[src/rtl/core_run_ctrl_pkg.sv]
// core_run_ctrl_pkg
//   Shared definitions for the run-control sequencer: the existing
//   EXCEPTION_NUM / PC_WIDTH defines, done-code and core-status encodings,
//   and the sequencer FSM state type.
`ifndef EXCEPTION_NUM
`define EXCEPTION_NUM 8
`endif
`ifndef PC_WIDTH
`define PC_WIDTH 32
`endif

package core_run_ctrl_pkg;

  localparam int EXCEPTION_NUM = `EXCEPTION_NUM;
  localparam int PC_WIDTH      = `PC_WIDTH;

  // Completion codes returned to the SoC
  localparam logic [1:0] DONE_WFI = 2'b00;
  localparam logic [1:0] DONE_EXC = 2'b01;
  localparam logic [1:0] DONE_TMO = 2'b10;
  localparam logic [1:0] DONE_ABT = 2'b11;

  // Core status register encodings (2'b11 = illegal)
  localparam logic [1:0] ST_IDLE = 2'b00;
  localparam logic [1:0] ST_RUN  = 2'b01;
  localparam logic [1:0] ST_WFI  = 2'b10;

  typedef enum logic [1:0] {
    S_IDLE = 2'b00,
    S_ARM  = 2'b01,
    S_RUN  = 2'b10,
    S_DONE = 2'b11
  } run_state_t;

endpackage

[src/rtl/core_run_ctrl_if.sv]
// core_run_ctrl_if
//   SoC-side bundle of the run-control sequencer: start request channel
//   (req/ack + cfg/limit), software abort and the completion record channel.
//   master: SoC side, slave: core_run_ctrl.
//
//   Handshake rule for both channels: a transfer happens on a rising clk
//   edge where valid (soc_start_req / done_vld) and ready (soc_start_ack /
//   done_rdy) are both high; a valid source holds its payload stable until
//   that edge, and ready without valid has no effect.
interface core_run_ctrl_if #(
  parameter int CNT_W = 32
);
  import core_run_ctrl_pkg::*;

  logic                     soc_start_req;
  logic                     soc_start_ack;
  logic [EXCEPTION_NUM-1:0] soc_start_cfg;
  logic [CNT_W-1:0]         soc_timeout_limit;
  logic                     soc_abort;

  logic                     done_vld;
  logic                     done_rdy;
  logic [1:0]               done_code;
  logic [EXCEPTION_NUM-1:0] done_exceptions;
  logic [PC_WIDTH-1:0]      done_pc;
  logic [CNT_W-1:0]         done_cycles;

  modport master (
    output soc_start_req, soc_start_cfg, soc_timeout_limit, soc_abort, done_rdy,
    input  soc_start_ack, done_vld, done_code, done_exceptions, done_pc, done_cycles
  );

  modport slave (
    input  soc_start_req, soc_start_cfg, soc_timeout_limit, soc_abort, done_rdy,
    output soc_start_ack, done_vld, done_code, done_exceptions, done_pc, done_cycles
  );

endinterface

[src/rtl/core_run_ctrl_counter.sv]
// run_cycle_counter
//   Saturating run-cycle counter.
//   clk, rst_n   : clock, async active-low reset
//   clr          : synchronous clear (has priority over en)
//   en           : increment by one, sticking at all-ones
//   limit        : watchdog limit, 0 = disabled
//   cnt          : current count
//   cnt_inc      : cnt + 1, saturating (value the count would take next)
//   limit_hit    : limit != 0 and cnt == limit - 1
module run_cycle_counter #(
  parameter int CNT_W = 32
) (
  input  logic             clk,
  input  logic             rst_n,
  input  logic             clr,
  input  logic             en,
  input  logic [CNT_W-1:0] limit,
  output logic [CNT_W-1:0] cnt,
  output logic [CNT_W-1:0] cnt_inc,
  output logic             limit_hit
);

  assign cnt_inc   = (&cnt) ? cnt : cnt + CNT_W'(1);
  assign limit_hit = (limit != '0) && (cnt == limit - CNT_W'(1));

  always_ff @(posedge clk or negedge rst_n) begin
    if (!rst_n) begin
      cnt <= '0;
    end else if (clr) begin
      cnt <= '0;
    end else if (en) begin
      cnt <= cnt_inc;
    end
  end

endmodule

[src/rtl/core_run_ctrl.sv]
// core_run_ctrl
//   Run-control sequencer between the SoC and the core status register.
//   Accepts a start (cfg + watchdog limit), emits a one-cycle start pulse,
//   watches the core until it stops / times out / is aborted, and returns a
//   completion record.
//   clk, rst_n              : clock, async active-low reset
//   soc                     : SoC bundle (start channel, abort, done channel)
//   sync_start_pulse        : one-cycle start strobe (ARM state)
//   sync_core_configuration : cfg latched at start accept
//   core_status             : 00 idle/exc, 01 running, 10 WFI, 11 illegal
//   core_exceptions(_pc)    : exception vector / PC from the status register
//   busy                    : state is not IDLE
//   state_dbg               : current FSM state
module core_run_ctrl
  import core_run_ctrl_pkg::*;
#(
  parameter int CNT_W = 32
) (
  input  logic                     clk,
  input  logic                     rst_n,
  core_run_ctrl_if.slave           soc,
  output logic                     sync_start_pulse,
  output logic [EXCEPTION_NUM-1:0] sync_core_configuration,
  input  logic [1:0]               core_status,
  input  logic [EXCEPTION_NUM-1:0] core_exceptions,
  input  logic [PC_WIDTH-1:0]      core_exceptions_pc,
  output logic                     busy,
  output run_state_t               state_dbg
);

  run_state_t       state_q, state_d;
  logic             accept;
  logic             capture;
  logic [1:0]       code_d;
  logic             cnt_en;
  logic [CNT_W-1:0] limit_q;
  logic [CNT_W-1:0] run_cnt;
  logic [CNT_W-1:0] run_cnt_inc;
  logic             tmo_hit;

  run_cycle_counter #(
    .CNT_W (CNT_W)
  ) u_run_cycle_counter (
    .clk       (clk),
    .rst_n     (rst_n),
    .clr       (accept),
    .en        (cnt_en),
    .limit     (limit_q),
    .cnt       (run_cnt),
    .cnt_inc   (run_cnt_inc),
    .limit_hit (tmo_hit)
  );

  always_ff @(posedge clk or negedge rst_n) begin
    if (!rst_n) begin
      state_q <= S_IDLE;
    end else begin
      state_q <= state_d;
    end
  end

  // Exit priority in RUN: status change, then timeout, then abort.
  always_comb begin
    state_d = state_q;
    accept  = 1'b0;
    capture = 1'b0;
    code_d  = DONE_WFI;
    cnt_en  = 1'b0;
    case (state_q)
      S_IDLE: begin
        if (soc.soc_start_req) begin
          accept  = 1'b1;
          state_d = S_ARM;
        end
      end
      S_ARM: begin
        state_d = S_RUN;
      end
      S_RUN: begin
        if (core_status != ST_RUN) begin
          capture = 1'b1;
          code_d  = (core_status == ST_WFI) ? DONE_WFI : DONE_EXC;
          state_d = S_DONE;
        end else if (tmo_hit) begin
          capture = 1'b1;
          code_d  = DONE_TMO;
          state_d = S_DONE;
        end else if (soc.soc_abort) begin
          capture = 1'b1;
          code_d  = DONE_ABT;
          state_d = S_DONE;
        end else begin
          cnt_en = 1'b1;
        end
      end
      S_DONE: begin
        if (soc.done_rdy) begin
          state_d = S_IDLE;
        end
      end
      default: begin
        state_d = S_IDLE;
      end
    endcase
  end

  assign soc.soc_start_ack = (state_q == S_IDLE);
  assign soc.done_vld      = (state_q == S_DONE);
  assign sync_start_pulse  = (state_q == S_ARM);
  assign busy              = (state_q != S_IDLE);
  assign state_dbg         = state_q;

  // Start configuration: held from accept until the next accept.
  always_ff @(posedge clk or negedge rst_n) begin
    if (!rst_n) begin
      sync_core_configuration <= '0;
      limit_q                 <= '0;
    end else if (accept) begin
      sync_core_configuration <= soc.soc_start_cfg;
      limit_q                 <= soc.soc_timeout_limit;
    end
  end

  // Completion record: held from one RUN exit until the next.
  always_ff @(posedge clk or negedge rst_n) begin
    if (!rst_n) begin
      soc.done_code       <= DONE_WFI;
      soc.done_exceptions <= '0;
      soc.done_pc         <= '0;
      soc.done_cycles     <= '0;
    end else if (capture) begin
      soc.done_code       <= code_d;
      soc.done_exceptions <= core_exceptions;
      soc.done_pc         <= core_exceptions_pc;
      soc.done_cycles     <= run_cnt_inc;
    end
  end

endmodule

[src/flat_wrapper.sv]
// flat-port wrapper written by rule: the top's interface ports become plain ports
module core_run_ctrl_flat import core_run_ctrl_pkg::*;
#(
  parameter int CNT_W = 32
)
  (clk, rst_n, sync_start_pulse, sync_core_configuration, core_status, core_exceptions, core_exceptions_pc, busy, state_dbg, soc_soc_start_req, soc_soc_start_cfg, soc_soc_timeout_limit, soc_soc_abort, soc_done_rdy, soc_soc_start_ack, soc_done_vld, soc_done_code, soc_done_exceptions, soc_done_pc, soc_done_cycles);
  core_run_ctrl_if #(.CNT_W(CNT_W)) soc_i ();
  input  logic clk;
  input  logic rst_n;
  output logic sync_start_pulse;
  output logic [EXCEPTION_NUM-1:0] sync_core_configuration;
  input  logic [1:0] core_status;
  input  logic [EXCEPTION_NUM-1:0] core_exceptions;
  input  logic [PC_WIDTH-1:0] core_exceptions_pc;
  output logic busy;
  output run_state_t state_dbg;
  input wire logic [$bits(soc_i.soc_start_req)-1:0] soc_soc_start_req;
  input wire logic [$bits(soc_i.soc_start_cfg)-1:0] soc_soc_start_cfg;
  input wire logic [$bits(soc_i.soc_timeout_limit)-1:0] soc_soc_timeout_limit;
  input wire logic [$bits(soc_i.soc_abort)-1:0] soc_soc_abort;
  input wire logic [$bits(soc_i.done_rdy)-1:0] soc_done_rdy;
  output wire logic [$bits(soc_i.soc_start_ack)-1:0] soc_soc_start_ack;
  output wire logic [$bits(soc_i.done_vld)-1:0] soc_done_vld;
  output wire logic [$bits(soc_i.done_code)-1:0] soc_done_code;
  output wire logic [$bits(soc_i.done_exceptions)-1:0] soc_done_exceptions;
  output wire logic [$bits(soc_i.done_pc)-1:0] soc_done_pc;
  output wire logic [$bits(soc_i.done_cycles)-1:0] soc_done_cycles;
  assign soc_i.soc_start_req = soc_soc_start_req;
  assign soc_i.soc_start_cfg = soc_soc_start_cfg;
  assign soc_i.soc_timeout_limit = soc_soc_timeout_limit;
  assign soc_i.soc_abort = soc_soc_abort;
  assign soc_i.done_rdy = soc_done_rdy;
  assign soc_soc_start_ack = soc_i.soc_start_ack;
  assign soc_done_vld = soc_i.done_vld;
  assign soc_done_code = soc_i.done_code;
  assign soc_done_exceptions = soc_i.done_exceptions;
  assign soc_done_pc = soc_i.done_pc;
  assign soc_done_cycles = soc_i.done_cycles;
  core_run_ctrl #(.CNT_W(CNT_W)) u_core (.clk(clk), .rst_n(rst_n), .soc(soc_i), .sync_start_pulse(sync_start_pulse), .sync_core_configuration(sync_core_configuration), .core_status(core_status), .core_exceptions(core_exceptions), .core_exceptions_pc(core_exceptions_pc), .busy(busy), .state_dbg(state_dbg));
endmodule
[config.mk]
export PLATFORM = sky130hd
export DESIGN_NAME = core_run_ctrl_flat
export DESIGN_NICKNAME = d
export VERILOG_FILES = /design/src/rtl/core_run_ctrl_pkg.sv /design/src/rtl/core_run_ctrl_if.sv /design/src/rtl/core_run_ctrl_counter.sv /design/src/rtl/core_run_ctrl.sv /design/src/flat_wrapper.sv
export SDC_FILE = /design/constraint.sdc
export NUM_CORES = 1
export LEC_CHECK = 0
export ABC_CLOCK_PERIOD_IN_PS = 7150
export BUFFER_PORTS_ARGS = -buffer_cell sky130_fd_sc_hd__buf_2
export CORE_MARGIN = 8
export CORE_UTILIZATION = 45
export CTS_CLUSTER_DIAMETER = 50
export CTS_CLUSTER_SIZE = 30
export DETAILED_ROUTE_END_ITERATION = 12
export GPL_TIMING_DRIVEN = 0
export MAX_ROUTING_LAYER = met4
export PLACE_DENSITY = 0.74
export SLEW_MARGIN = 5
export SYNTH_ARGS = -nofsm -noshare
export SYNTH_HDL_FRONTEND = slang
export SYNTH_SLANG_ARGS = --single-unit
[constraint.sdc]
create_clock -name clk -period 7.15 [get_ports clk]
set_clock_uncertainty 0.05 [all_clocks]
set_input_delay 0.715 -clock clk [delete_from_list [all_inputs] [get_ports clk]]
set_output_delay 0.715 -clock clk [all_outputs]
set_load 0.005 [all_outputs]
==> results_tabular.tex, run 1 <==
\begin{tabular}{lr}
\hline
Metric & Value \\
\hline
\multicolumn{2}{l}{\textbf{Run status}} \\
Run status & complete, no violations \\
\multicolumn{2}{l}{\textbf{Cells and area}} \\
Final std cells w/o fill & 1,252 \\
Commonest non-fill, non-tap cell in the layout & buf\_2 \\
Count of inserted antenna diode cells & 0 \\
Top library cells by usage in the layout, fill and taps aside & 177 x buf\_2, 152 x nand2\_1, 148 x dfrtp\_1, 70 x mux2\_1, 42 x xnor2\_1 \\
Ratio of cells with drive above 1 in the final layout & 24.1\% \\
Total non-filler cell area in the finished layout & 0.00991 mm\^{}2 \\
Layout area overhead & 22.6\% \\
Final net count & 1,103 \\
Core occupancy in the finished layout & 55.7\% \\
\multicolumn{2}{l}{\textbf{Synthesis}} \\
Number of flops mapped to enable cells by yosys & 0 \\
Post-synthesis sequential area ratio & 45.8\% \\
Cell variety after synth & 62 \\
Synthesized net count & 909 \\
Adder-cell share of the synthesized area & 0.929\% \\
Fraction of the mapped netlist area in simple logic gates & 22.1\% \\
Dominant combinational cell family by area after synthesis & simple AND/OR/NAND/NOR gates \\
Synth top area cells & dfrtp\_1 46\%, mux2\_1 9.8\%, nand2\_1 7.1\% \\
Yosys synthesis warning count & 0 \\
XOR/XNOR share of the synthesized area & 7.26\% \\
Share of flip-flops with an asynchronous set or reset & 100\% \\
Post-synthesis cell type with the largest combined area & dfrtp\_1 \\
Synthesized-area fraction occupied by ao, oa, aoi and oai cells & 8.98\% \\
FF+latch count, synth & 148 \\
Number of instances in the synthesized netlist & 816 \\
Multiplexer fraction of the synthesized cell area & 10.9\% \\
Post-synthesis cell area & 0.00808 mm\^{}2 \\
Yosys top cell area share & 45.8\% \\
Most used flip-flop cell after synthesis & dfrtp\_1 \\
Average footprint of a synthesized cell & 9.91 um\^{}2 \\
\multicolumn{2}{l}{\textbf{Place}} \\
Total instance count after detailed placement & 1,220 \\
Post-detail-place hpwl & 16.9 mm \\
DP Worst Slack & 2500 ps \\
DP Area & 0.00928 mm\^{}2 \\
Port Buffer Count & 174 \\
Weighted congestion reported at the end of routability-driven placement & 0.959 \\
\multicolumn{2}{l}{\textbf{Worst setup path}} \\
Register-to-register path setup slack & 2460 ps \\
Max Fanout on Critical Path & 10 \\
Worst-case reg-to-reg path depth & 10 \\
CP required & 7450 ps \\
Critical path origin & u\_core.limit\_q[17] \\
Startpoint of the worst-slack reg-to-reg timing path & u\_core.limit\_q[17] \\
Endpoint kind of the worst setup timing path & register \\
Category of the most critical setup path & register to register \\
Category of the worst setup path launch point & register \\
Arrival time worst endpoint & 4990 ps \\
End of the worst register-to-register path & u\_core.u\_run\_cycle\_counter.cnt[20] \\
\multicolumn{2}{l}{\textbf{Clock network}} \\
Number of CTS-inserted buffers & 17 \\
Clock network latency to the later pin of the worst-skew pair & 430 ps \\
Buffer type at the clock tree root & clkbuf\_16 \\
CTS sink cnt & 148 \\
Post-CTS setup buffer count & 0 \\
CTS tree & built \\
Number of H-tree branching levels & 4 \\
Post-cts gate resize count & 0 \\
Post-CTS Hold Fix Bufs & 0 \\
Post-CTS clock slew at the launch and capture registers of the worst setup and hold paths & 70 ps \\
Max Root-Sink Buffers & 2 \\
\multicolumn{2}{l}{\textbf{Timing}} \\
Worst Setup Slack, final & 2460 ps \\
RSZ-0062 raised after global routing & no \\
Final max-slew violation count & 0 \\
Total negative slack & 0 ps \\
Count of final hold-check violations & 0 \\
Fraction of the cycle the final worst path needs & 65.6\% \\
Max Clock Freq & 0.213 GHz \\
Number of setup violations in the final report & 0 \\
Crit path time final & 4690 ps \\
Rel. slew slack & 19.3\% \\
Worst slew pin tran & 1200 ps \\
\multicolumn{2}{l}{\textbf{Drt}} \\
DRC viols & 0 \\
Number of violations reported at the end of detailed-routing iteration 0 & 548 \\
First-pass iteration count of the detailed router & 6 \\
Drt wl/cell & 17.8 um \\
Vias per cell & 5.51 \\
Vias & 6,903 \\
Overall routed net length & 22.3 mm \\
Antenna Violating Nets Remaining & 0 \\
\multicolumn{2}{l}{\textbf{Pwr}} \\
Leakage power summed over all cells & 4.71 nW \\
Peak VDD IR & 0.231 mV \\
Power Density & 358 mW/mm\^{}2 \\
\multicolumn{2}{l}{\textbf{Global route}} \\
Leftover overflow at the end of global routing & 0 \\
Vias in the first global route & 6,799 \\
Maximum number of pins on one net before global-route repair & 92 \\
Number of antenna violations at the first check in global routing & 0 \\
First-pass GRT wire length & 35.6 mm \\
Total Routing Usage GR & 20.5\% \\
\multicolumn{2}{l}{\textbf{Job}} \\
Max capacitance violation total & 0 \\
\multicolumn{2}{l}{\textbf{Floorplan}} \\
Rows & 49 \\
Area of the core & 0.0178 mm\^{}2 \\
I/O pin total & 175 \\
Die width & 150 um \\
Initial Util & 45.5\% \\
Area of the die & 0.0225 mm\^{}2 \\
Die boundary height & 150 um \\
\multicolumn{2}{l}{\textbf{Min path}} \\
Hold/Removal Path Class & input pin to async pin \\
\hline
\end{tabular}
## worst max-delay path by stage
stage / depth (start not counted) / endpoint / slack (ps)
global route: 10 / u_core.u_run_cycle_counter.cnt[20] / 2160
detailed placement: 10 / u_core.u_run_cycle_counter.cnt[20] / 2500
CTS: 10 / u_core.u_run_cycle_counter.cnt[20] / 2490
finish: 10 / u_core.u_run_cycle_counter.cnt[20] / 2460
global placement: 10 / u_core.u_run_cycle_counter.cnt[20] / 2460
floorplan: 12 / u_core.soc.done_cycles[0] / 3260
## worst max-delay path, stage by stage, from the launching register on
cell      delay [ps]
dfrtp_1          490
nor4_1           940
nand4_1          330
or3_1            440
and4_1           210
o211ai_1         200
nor4bb_1          90
a311oi_1         970
clkbuf_1         540
nand4_1          180
a21oi_1          170
## cells by family after synthesis
kind of cell             count (synthesis)
buffers and inverters                   63
AND/OR/NAND/NOR                        348
AO/OA/AOI/OAI                          105
flip-flops                             148
XOR/XNOR                                67
multiplexers                            79
adder cells (fa/ha/maj)                  6
## synth_stat cells, types with 5 or more instances
cell type,instances
nand2_1,152
dfrtp_1,148
mux2_1,70
xnor2_1,42
clkbuf_1,34
nor2_1,30
a21oi_1,29
xor2_1,25
or4_1,23
nand4_1,20
nand3_1,18
nor3_1,18
o31ai_1,16
inv_1,13
nor4_1,13
o21ai_0,13
or3_1,13
buf_6,11
and3_1,10
nand2b_1,9
and2_1,6
ha_1,6
a211o_1,5
and4_1,5
mux2i_1,5
nand3b_1,5
## layer usage
metal	up-vias	track usage [%]	wire (um)
met5	-	-	0
met4	0	6.50	451
met3	38	4.35	1620
met2	276	32.8	10700
met1	3283	25.6	9540
li1	3306	-	-
## state kept, by name, summed over array words and instances (netlist names)
register,count
u_core.limit_q,32
u_core.state_dbg,2
u_core.u_run_cycle_counter.cnt,32
u_core.sync_core_configuration,8
u_core.soc.done_exceptions,8
u_core.soc.done_cycles,32
u_core.soc.done_code,2
u_core.soc.done_pc,32
## power breakdown
part	internal [mW]	switching [mW]	total, mW
clock	0.538	0.413	0.951
combinational	0.581	0.702	1.28
sequential	1.09	0.219	1.31
## through the flow
stage	hold WS, ps	power, mW
3_5_place_dp	411	2.62
3_3_place_gp	404	2.57
4_1_cts	214	3.58
2_1_floorplan	369	2.13
5_1_grt	233	3.79
6_report	197	3.54
## final cells by class
| class | instances | area [um^2] |
|---|---|---|
| clock buffers | 17 | 425 |
| flip-flops and latches | 148 | 3700 |
| inverters | 13 | 48.8 |
| well taps | 229 | 287 |
| plain buffers | 50 | 275 |
| clock inverters | 15 | 203 |
| repair buffers | 175 | 905 |
| fillers | 1621 | 7870 |
| multi-input cells | 605 | 4060 |
(Power assumes the default switching activity.)
==> run 2, diff against run 1 <==
--- a/config.mk
+++ b/config.mk
@@ -5,7 +5,8 @@
 export SDC_FILE = /design/constraint.sdc
 export NUM_CORES = 1
 export LEC_CHECK = 0
-export ABC_CLOCK_PERIOD_IN_PS = 7150
+export ABC_AREA = 1
+export ABC_CLOCK_PERIOD_IN_PS = 4600
 export BUFFER_PORTS_ARGS = -buffer_cell sky130_fd_sc_hd__buf_2
 export CORE_MARGIN = 8
 export CORE_UTILIZATION = 45
==> constraint.sdc (replaced) <==
create_clock -name clk -period 4.6 [get_ports clk]
set_clock_uncertainty 0.05 [all_clocks]
set_input_delay 0.46 -clock clk [delete_from_list [all_inputs] [get_ports clk]]
set_output_delay 0.46 -clock clk [all_outputs]
set_load 0.005 [all_outputs]
==> run 2 against run 1 <==
Against the previous run: the run now ends with hold timing left; via count rose by 18%; final area rose by 2.5%; cell count rose by 28%; worst setup slack worse by 950 ps; synthesized cell count rose by 42%; global-route usage up 2.3 points; register-to-register slack worse by 950 ps; sequential cell count is the same; sequential share of layout area fell by 0.91 points; critical endpoint is now u_core.u_run_cycle_counter.cnt[13]; largest cell class unchanged.
==> results_tabular.tex, run 2 <==
\begin{tabular}{lr}
\hline
Metric & Value \\
\hline
\multicolumn{2}{l}{\textbf{Clock network}} \\
Max Root-Sink Buffers & 2 \\
Buffer type at the clock tree root & clkbuf\_16 \\
Clock network latency to the later pin of the worst-skew pair & 430 ps \\
CTS tree & built \\
Post-CTS Hold Fix Bufs & 0 \\
Number of CTS-inserted buffers & 17 \\
Post-CTS setup buffer count & 0 \\
Number of H-tree branching levels & 4 \\
Post-cts gate resize count & 0 \\
Post-CTS clock slew at the launch and capture registers of the worst setup and hold paths & 70 ps \\
CTS sink cnt & 148 \\
\multicolumn{2}{l}{\textbf{Global route}} \\
Leftover overflow at the end of global routing & 0 \\
Maximum number of pins on one net before global-route repair & 78 \\
Number of antenna violations at the first check in global routing & 0 \\
Vias in the first global route & 7,985 \\
Total Routing Usage GR & 22.8\% \\
First-pass GRT wire length & 41.5 mm \\
\multicolumn{2}{l}{\textbf{Run status}} \\
Failing checks & hold timing \\
Run status & finished, violations left \\
\multicolumn{2}{l}{\textbf{Floorplan}} \\
Die boundary height & 152 um \\
Rows & 50 \\
Area of the core & 0.0185 mm\^{}2 \\
Die width & 152 um \\
Initial Util & 45.2\% \\
Area of the die & 0.0232 mm\^{}2 \\
I/O pin total & 175 \\
\multicolumn{2}{l}{\textbf{Synthesis}} \\
Average footprint of a synthesized cell & 7.19 um\^{}2 \\
Adder-cell share of the synthesized area & 0.899\% \\
Post-synthesis cell area & 0.00835 mm\^{}2 \\
Yosys synthesis warning count & 0 \\
Post-synthesis cell type with the largest combined area & dfrtp\_1 \\
Most used flip-flop cell after synthesis & dfrtp\_1 \\
Number of instances in the synthesized netlist & 1,161 \\
Yosys top cell area share & 44.4\% \\
Synthesized net count & 1,254 \\
Share of flip-flops with an asynchronous set or reset & 100\% \\
Post-synthesis sequential area ratio & 44.4\% \\
Fraction of the mapped netlist area in simple logic gates & 39.2\% \\
Synth top area cells & dfrtp\_1 44\%, nand2\_1 21\%, nand3\_1 8.2\% \\
XOR/XNOR share of the synthesized area & 6.21\% \\
Synth top cells by count & 476 x nand2\_1, 148 x dfrtp\_1, 137 x nand3\_1, 108 x nor2\_1, 77 x inv\_1 \\
Multiplexer fraction of the synthesized cell area & 0.120\% \\
Dominant combinational cell family by area after synthesis & simple AND/OR/NAND/NOR gates \\
Most frequent cell after synthesis & nand2\_1 \\
Cell variety after synth & 32 \\
Synthesized-area fraction occupied by ao, oa, aoi and oai cells & 2.44\% \\
FF+latch count, synth & 148 \\
Number of flops mapped to enable cells by yosys & 0 \\
\multicolumn{2}{l}{\textbf{Drt}} \\
Number of violations reported at the end of detailed-routing iteration 0 & 525 \\
Vias & 8,123 \\
Vias per cell & 5.07 \\
First-pass iteration count of the detailed router & 5 \\
Antenna Violating Nets Remaining & 0 \\
Drt wl/cell & 15.6 um \\
DRC viols & 0 \\
Overall routed net length & 25.0 mm \\
\multicolumn{2}{l}{\textbf{Worst setup path}} \\
Startpoint of the worst-slack reg-to-reg timing path & u\_core.limit\_q[0] \\
Endpoint kind of the worst setup timing path & register \\
End of the worst register-to-register path & u\_core.u\_run\_cycle\_counter.cnt[13] \\
Arrival time worst endpoint & 3410 ps \\
Max Fanout on Critical Path & 10 \\
Category of the most critical setup path & register to register \\
Register-to-register path setup slack & 1510 ps \\
Worst-case reg-to-reg path depth & 19 \\
Category of the worst setup path launch point & register \\
CP required & 4920 ps \\
\multicolumn{2}{l}{\textbf{Timing}} \\
Crit path time final & 3090 ps \\
Worst Setup Slack, final & 1510 ps \\
Number of setup violations in the final report & 0 \\
Count of final hold-check violations & 19 \\
Fraction of the cycle the final worst path needs & 67.1\% \\
Rel. slew slack & 47.6\% \\
Worst slew pin tran & 785 ps \\
Max Clock Freq & 0.324 GHz \\
RSZ-0062 raised after global routing & no \\
Hold slack & -20.6 ps \\
Total negative slack & 0 ps \\
Final max-slew violation count & 0 \\
\multicolumn{2}{l}{\textbf{Cells and area}} \\
Count of inserted antenna diode cells & 0 \\
Commonest non-fill, non-tap cell in the layout & nand2\_1 \\
Top library cells by usage in the layout, fill and taps aside & 476 x nand2\_1, 184 x buf\_2, 148 x dfrtp\_1, 137 x nand3\_1, 108 x nor2\_1 \\
Total non-filler cell area in the finished layout & 0.0102 mm\^{}2 \\
Layout area overhead & 21.7\% \\
Ratio of cells with drive above 1 in the final layout & 17.5\% \\
Final net count & 1,448 \\
Filler cells & 1,810 \\
Core occupancy in the finished layout & 55.0\% \\
Flip-flop and latch area & 0.00370 mm\^{}2 \\
Area used by multi-input combinational logic & 0.00408 mm\^{}2 \\
\multicolumn{2}{l}{\textbf{Place}} \\
DP Worst Slack & 1530 ps \\
Port Buffer Count & 174 \\
Weighted congestion reported at the end of routability-driven placement & 0.985 \\
DP Area & 0.00954 mm\^{}2 \\
Post-detail-place hpwl & 19.3 mm \\
\multicolumn{2}{l}{\textbf{Min path}} \\
Hold/Removal Path Class & input pin to async pin \\
\multicolumn{2}{l}{\textbf{Pwr}} \\
Peak VDD IR & 0.320 mV \\
Leakage power summed over all cells & 5.59 nW \\
Power Density & 558 mW/mm\^{}2 \\
PnR Total Power & 5.67 mW \\
\multicolumn{2}{l}{\textbf{Job}} \\
Max capacitance violation total & 0 \\
\hline
\end{tabular}
run 2: kinds of logic after synthesis:
group                    after synthesis
AO/OA/AOI/OAI                         39
XOR/XNOR                              56
adder cells (fa/ha/maj)                6
buffers and inverters                130
flip-flops                           148
multiplexers                           1
AND/OR/NAND/NOR                      781
run 2: area by class of cell:
type	instances	area share [%]
plain buffers	52	2.69
clock buffers	17	4.19
clock inverters	14	1.85
inverters	78	2.88
multi-input cells	883	40.1
flip-flops and latches	148	36.5
well taps	234	2.88
repair buffers	175	8.91
run 2: stage by stage:
step	hold slack (ps)	std cells
global placement	398	1569
CTS	12.5	1601
finish	-20.6	1601
detailed placement	404	1570
floorplan	114	1161
global route	27.1	1601
run 2: where the power goes:
part	internal, mW	total, mW	switching, mW
sequential	1.68	1.99	0.308
clock	0.868	1.49	0.621
combinational	0.823	2.19	1.37
total	3.38	5.67	2.30
run 2: how the worst max path moves through the flow:
stage	startpoint	to	slack [ps]	cells after the start
finish	u_core.limit_q[0]	u_core.u_run_cycle_counter.cnt[13]	1510	19
global route	u_core.limit_q[0]	u_core.u_run_cycle_counter.cnt[19]	1220	18
global placement	rst_n	u_core.limit_q[2]	850	1
floorplan	u_core.limit_q[0]	u_core.soc.done_cycles[0]	2200	21
CTS	u_core.limit_q[0]	u_core.u_run_cycle_counter.cnt[13]	1510	19
detailed placement	u_core.limit_q[0]	u_core.u_run_cycle_counter.cnt[13]	1530	19
run 2: worst max-delay path, cell delays in order (launching register included):
cell and delay, ps:
dfrtp_1 380, inv_1 120, ha_1 270, nand2_2 120, nor2_2 240, nand2_1 150, inv_2 100, nand3_1 140
nand2_1 90, nor2_1 40, nand2_1 60, inv_1 40, nand3_1 90, nor2_1 60, nand2_2 150, nand3_2 240
nand2_1 300, buf_4 240, nand2_1 60, nand2_1 60
run 2: metal layers:
metal / GRT usage (%) / vias up / part of all wire (%)
met5: - / - / 0
met4: 8.90 / 0 / 2.9
met3: 6.04 / 50 / 7.7
met2: 32.8 / 330 / 43
met1: 30.1 / 3700 / 46
li1: - / 4043 / -
